`src/rtl/smi_pkg.sv`:
```
// Shared definitions for the SMI RX channel arbiter: FSM encoding, channel ids,
// default burst length and the channel-tag helper.
package smi_pkg;

  typedef enum logic [1:0] {
    S_IDLE  = 2'b00,
    S_FETCH = 2'b01,
    S_PUSH  = 2'b10,
    S_DRAIN = 2'b11
  } state_t;

  localparam logic CH_0 = 1'b0;
  localparam logic CH_1 = 1'b1;

  localparam int BURST_LEN_DEF = 16;
  localparam int BURST_W       = 8;

  // Bit 0 of a forwarded word carries the source channel id when tagging is on.
  function automatic logic [31:0] apply_tag(input logic [31:0] data,
                                            input logic        tag_en,
                                            input logic        ch);
    return tag_en ? {data[31:1], ch} : data;
  endfunction

endpackage

```
`src/rtl/sat_counter.sv`:
```
// Saturating statistics counter with a synchronous clear that wins over increment.
module sat_counter #(
  parameter int W = 16
) (
  input  logic         i_sys_clk,
  input  logic         i_rst_b,
  input  logic         inc,
  input  logic         clr,
  output logic [W-1:0] count
);

  always_ff @(posedge i_sys_clk) begin
    if (!i_rst_b || clr) begin
      count <= '0;
    end else if (inc && (count != '1)) begin
      count <= count + 1'b1;
    end
  end

endmodule

```
`src/rtl/smi_rx_channel_arbiter.sv`:
```
// Round-robin burst arbiter feeding the shared SMI RX FIFO from two per-radio
// IQ FIFOs, draining disabled channels and keeping per-channel statistics.
module smi_rx_channel_arbiter
  import smi_pkg::*;
#(
  parameter int BURST_LEN = BURST_LEN_DEF,
  parameter int CNT_W     = 16
) (
  input  logic             i_sys_clk,
  input  logic             i_rst_b,
  input  logic [1:0]       i_ch_en,
  input  logic             i_tag_en,
  input  logic             i_stats_clr,
  output logic             o_ch0_pull,
  input  logic [31:0]      i_ch0_data,
  input  logic             i_ch0_empty,
  output logic             o_ch1_pull,
  input  logic [31:0]      i_ch1_data,
  input  logic             i_ch1_empty,
  output logic             o_rx_fifo_push,
  output logic [31:0]      o_rx_fifo_data,
  input  logic             i_rx_fifo_full,
  output logic             o_grant,
  output logic             o_busy,
  output logic [CNT_W-1:0] o_ch0_count,
  output logic [CNT_W-1:0] o_ch1_count,
  output logic [CNT_W-1:0] o_drop_count
);

  localparam logic [BURST_W-1:0] BURST_MAX = BURST_W'(BURST_LEN);

  state_t             state, state_nxt;
  logic               grant_nxt;
  logic               have_last, have_last_nxt;
  logic [BURST_W-1:0] burst_cnt, burst_cnt_nxt;
  logic [31:0]        hold_nxt;
  logic [1:0]         cand, drain_req, pull;
  logic               pick, push;
  logic               ch0_inc, ch1_inc, drop_inc;
  logic               gnt_empty, gnt_en;

  assign cand      =  i_ch_en & ~{i_ch1_empty, i_ch0_empty};
  assign drain_req = ~i_ch_en & ~{i_ch1_empty, i_ch0_empty};
  assign gnt_empty = (o_grant == CH_1) ? i_ch1_empty : i_ch0_empty;
  assign gnt_en    = i_ch_en[o_grant];

  // NOTE: every signal written here gets a default first, so no path leaves it
  // unassigned and no latch is inferred.
  always_comb begin
    state_nxt     = state;
    grant_nxt     = o_grant;
    have_last_nxt = have_last;
    burst_cnt_nxt = burst_cnt;
    hold_nxt      = o_rx_fifo_data;
    pull          = 2'b00;
    pick          = CH_0;
    push          = 1'b0;
    ch0_inc       = 1'b0;
    ch1_inc       = 1'b0;
    drop_inc      = 1'b0;

    case (state)
      S_IDLE: begin
        if ((cand != 2'b00) && !i_rx_fifo_full) begin
          // Until a first burst has ended there is no previous grant to alternate from.
          if (cand == 2'b11) pick = have_last ? ~o_grant : CH_0;
          else               pick = cand[1] ? CH_1 : CH_0;
          pull[pick]    = 1'b1;
          grant_nxt     = pick;
          burst_cnt_nxt = '0;
          state_nxt     = S_FETCH;
        end else if (drain_req[0]) begin
          pull[0]   = 1'b1;
          state_nxt = S_DRAIN;
        end else if (drain_req[1]) begin
          pull[1]   = 1'b1;
          state_nxt = S_DRAIN;
        end
      end

      S_FETCH: begin
        hold_nxt  = apply_tag((o_grant == CH_1) ? i_ch1_data : i_ch0_data, i_tag_en, o_grant);
        state_nxt = S_PUSH;
      end

      S_PUSH: begin
        if (!i_rx_fifo_full) begin
          push          = 1'b1;
          burst_cnt_nxt = burst_cnt + 1'b1;
          ch0_inc       = (o_grant == CH_0);
          ch1_inc       = (o_grant == CH_1);
          if ((burst_cnt_nxt >= BURST_MAX) || gnt_empty || !gnt_en) begin
            have_last_nxt = 1'b1;
            state_nxt     = S_IDLE;
          end else begin
            // The hold register empties this cycle, so the next word can be requested now.
            pull[o_grant] = 1'b1;
            state_nxt     = S_FETCH;
          end
        end
      end

      S_DRAIN: begin
        drop_inc  = 1'b1;
        state_nxt = S_IDLE;
      end

      default: state_nxt = S_IDLE;
    endcase
  end

  // NOTE: state is updated with non-blocking assignments so every register sees
  // the pre-edge values of the others, independent of statement order.
  always_ff @(posedge i_sys_clk) begin
    if (!i_rst_b) begin
      state          <= S_IDLE;
      o_grant        <= CH_0;
      have_last      <= 1'b0;
      burst_cnt      <= '0;
      o_rx_fifo_data <= '0;
    end else begin
      state          <= state_nxt;
      o_grant        <= grant_nxt;
      have_last      <= have_last_nxt;
      burst_cnt      <= burst_cnt_nxt;
      o_rx_fifo_data <= hold_nxt;
    end
  end

  // Strobes are decoded from state and inputs, so they are masked while reset is held.
  assign o_ch0_pull     = pull[0] & i_rst_b;
  assign o_ch1_pull     = pull[1] & i_rst_b;
  assign o_rx_fifo_push = push & i_rst_b;
  assign o_busy         = (state != S_IDLE);

  sat_counter #(.W(CNT_W)) u_ch0_cnt (
    .i_sys_clk (i_sys_clk),
    .i_rst_b   (i_rst_b),
    .inc       (ch0_inc),
    .clr       (i_stats_clr),
    .count     (o_ch0_count)
  );

  sat_counter #(.W(CNT_W)) u_ch1_cnt (
    .i_sys_clk (i_sys_clk),
    .i_rst_b   (i_rst_b),
    .inc       (ch1_inc),
    .clr       (i_stats_clr),
    .count     (o_ch1_count)
  );

  sat_counter #(.W(CNT_W)) u_drop_cnt (
    .i_sys_clk (i_sys_clk),
    .i_rst_b   (i_rst_b),
    .inc       (drop_inc),
    .clr       (i_stats_clr),
    .count     (o_drop_count)
  );

endmodule
```
`config.mk`:
```
export PLATFORM = sky130hd
export DESIGN_NAME = smi_rx_channel_arbiter
export DESIGN_NICKNAME = d
export VERILOG_FILES = /design/src/rtl/smi_pkg.sv /design/src/rtl/sat_counter.sv /design/src/rtl/smi_rx_channel_arbiter.sv
export SDC_FILE = /design/constraint.sdc
export NUM_CORES = 1
export LEC_CHECK = 0
export CORE_UTILIZATION = 30
export DETAILED_ROUTE_END_ITERATION = 8
export GPL_ROUTABILITY_DRIVEN = 1
export RECOVER_POWER = 100
export SLEW_MARGIN = 10
export SYNTH_ARGS = -nofsm -noshare
export SYNTH_HDL_FRONTEND = slang
export SYNTH_SLANG_ARGS = --single-unit
export TNS_END_PERCENT = 10
```
`constraint.sdc`:
```
create_clock -name i_sys_clk -period 5.22 [get_ports i_sys_clk]
set_input_delay 1.044 -clock i_sys_clk [delete_from_list [all_inputs] [get_ports i_sys_clk]]
set_output_delay 1.044 -clock i_sys_clk [all_outputs]
set_load 0.01 [all_outputs]
```
==> impl_metrics.json <==
{
  "ios": 158,
  "crit_start": "i_ch1_empty",
  "cts.hold.buffers_added": 0,
  "hold_violations": 0,
  "finalInstanceArea_mm2": 0.00633,
  "async_flop_share_pct": 0,
  "cts_max_level": 3,
  "wl_per_cell_um": 14.0,
  "syn_avg_cell_area_um2": 8.70,
  "area_growth_syn_to_layout_pct": 44.2,
  "setup_viol": 0,
  "tns_ns": 0,
  "critical_path.startpoint_type": "input port",
  "setup_slack_ns": 0.556,
  "relSlewSlack_pct": -66.8,
  "regToRegSetupSlack_ns": 1.94,
  "ir_drop_mv": 0.138,
  "rsz0062_at_grt": "no",
  "cts-resized-gates": 0,
  "coreArea_mm2": 0.0141,
  "fin_nets": 729,
  "drive_above_1_share_pct": 3.20,
  "drtIter0Drc": 227,
  "grtUsageTotal_pct": 15.8,
  "post-place-ws_ns": 0.692,
  "yosysUniqueCellTypes": 55,
  "vias": 4222,
  "yosysWarningCount": 0,
  "ys_seq_elements": 92,
  "clock_path_buffers": 2,
  "rows": 43,
  "drv_slew": 100,
  "failed_checks": "capacitance limit, slew limit",
  "cp-end-kind": "output pin",
  "path_clk_slew_ns": 0.06,
  "synth-edff-count": 0,
  "tightest_slew_ns": 2.50,
  "final_common_cell": "dfxtp_1",
  "holdWs_ns": 0.494,
  "fin_util_pct": 44.9,
  "clock-root-buffer": "clkbuf_16",
  "post_cts_buffers": 0,
  "crit_type": "in -> out",
  "placed_area_mm2": 0.00612,
  "r2r_start": "state[0]$_SDFFE_PN0P_",
  "arrival_ns": 3.62,
  "place_congestion": 0.821,
  "synthesis.nets": 582,
  "start_util_pct": 31.2,
  "grt_max_degree": 64,
  "hpwl_mm": 8.68,
  "ant_nets": 0,
  "vias_per_cell": 5.04,
  "clkLatencyLatePin_ns": 0.34,
  "die_w_um": 123,
  "globalRouteOverflowTotal": 0,
  "skew_ns": 0.00506,
  "hold_path_class": "reg -> reg",
  "grt_pass1_vias": 3864,
  "max_cap_violations": 2,
  "path_max_fanout": 5,
  "clock-sinks": 92,
  "drcViolationCount": 0,
  "drt-total-wl_mm": 11.7,
  "min_period_over_period_pct": 89.3,
  "period_needed_ns": 4.66,
  "portBuffers": 157,
  "required_ns": 4.18,
  "antenna_found_initial": 2,
  "ys_seq_area_share_pct": 41.9,
  "die_h_um": 123,
  "cts_tree": "yes",
  "first_pass_iters": 4,
  "cts_made_buffers": 9,
  "die_area_mm2": 0.0151,
  "worstHoldStart": "o_rx_fifo_data[17]$_SDFFE_PN0P_",
  "leakagePower_uw": 0.00228,
  "powerDensity_mw_per_mm2": 253,
  "grt_pass1_wl_mm": 18.7,
  "status": "complete, but fails checks",
  "ys.flop_type": "dfxtp_1",
  "syn_inst": 505,
  "max_freq_ghz": 0.214,
  "synth_area_mm2": 0.00439,
  "layout_common_cells": "dfxtp_1 (91), dlygate4sd3_1 (87), nor2_1 (85)"
}
-- synth_stat cells, types with 5 or more instances --
library cell	number	area share, %
mux2i_1	35	8.0
o211ai_1	6	1.0
a21oi_1	21	2.4
o21ai_0	6	0.68
or3_1	6	0.85
clkbuf_1	18	1.5
and4_1	5	1.0
nor4_1	6	0.85
nand2b_1	5	0.71
xor2_1	13	2.6
nor3_1	16	1.8
dfxtp_1	92	42
a211oi_1	34	5.8
inv_1	6	0.51
xnor2_1	22	4.4
or4_1	6	1.0
nand4_1	9	1.3
nand2_1	35	3.0
nor2_1	86	7.3
nand3_1	17	1.9
-- kinds of logic after synthesis --
kind of cell             synth area share (%)
AO/OA/AOI/OAI                            14.8
XOR/XNOR                                 6.98
adder cells (fa/ha/maj)                  1.14
buffers and inverters                    3.19
flip-flops                               41.9
multiplexers                             7.98
AND/OR/NAND/NOR                          24.0
-- routing by layer --
layer  wire, um  GRT usage, %
met4        186          6.55
met5         13             0
met1       5150          19.5
met2       5280          25.0
met3       1080          5.63
-- registers in the layout (all words and copies together), names as in the netlist --
name and flops:
o_rx_fifo_data 32, u_ch1_cnt.count 16, burst_cnt 8, u_ch0_cnt.count 16, o_grant 1, u_drop_cnt.count 16, state 2, have_last 1
-- stage by stage --
stage | power [uW] | instances
floorplan | 902 | 505
global placement | 1050 | 821
detailed placement | 1050 | 821
CTS | 1640 | 836
global route | 1680 | 837
finish | 1600 | 837
-- cell type report --
class	count	area, um^2
inverter	8	30.0
clock buffer	12	236
fill	1395	7760
sequential	92	1840
antenna	1	2.50
multi-input combinational	380	2390
timing repair buffer	161	1590
tap	180	225
clock inverter	3	15.0
-- power by group --
| group | internal (uW) | switching [uW] |
|---|---|---|
| combinational | 141 | 121 |
| clock | 318 | 257 |
| sequential | 738 | 26.0 |
| total | 1200 | 404 |
-- critical path, stage by stage --
cell and delay (ns):
dlygate4sd3_1 0.58, nand2b_1 0.21, mux2i_1 0.14, nand2_1 0.06, or4_1 0.54, o41ai_1 0.38, dlygate4sd3_1 0.66
-- final timing paths --
| kind | cells after the start | to |
|---|---|---|
| setup / recovery | 7 | o_ch1_pull |
| hold reg to reg | 2 | o_rx_fifo_data[17]$_SDFFE_PN0P_ |
| hold / removal | 2 | o_rx_fifo_data[17]$_SDFFE_PN0P_ |
| setup reg to reg | 5 | o_rx_fifo_data[0]$_SDFFE_PN0P_ |
(Power assumes the default switching activity.)
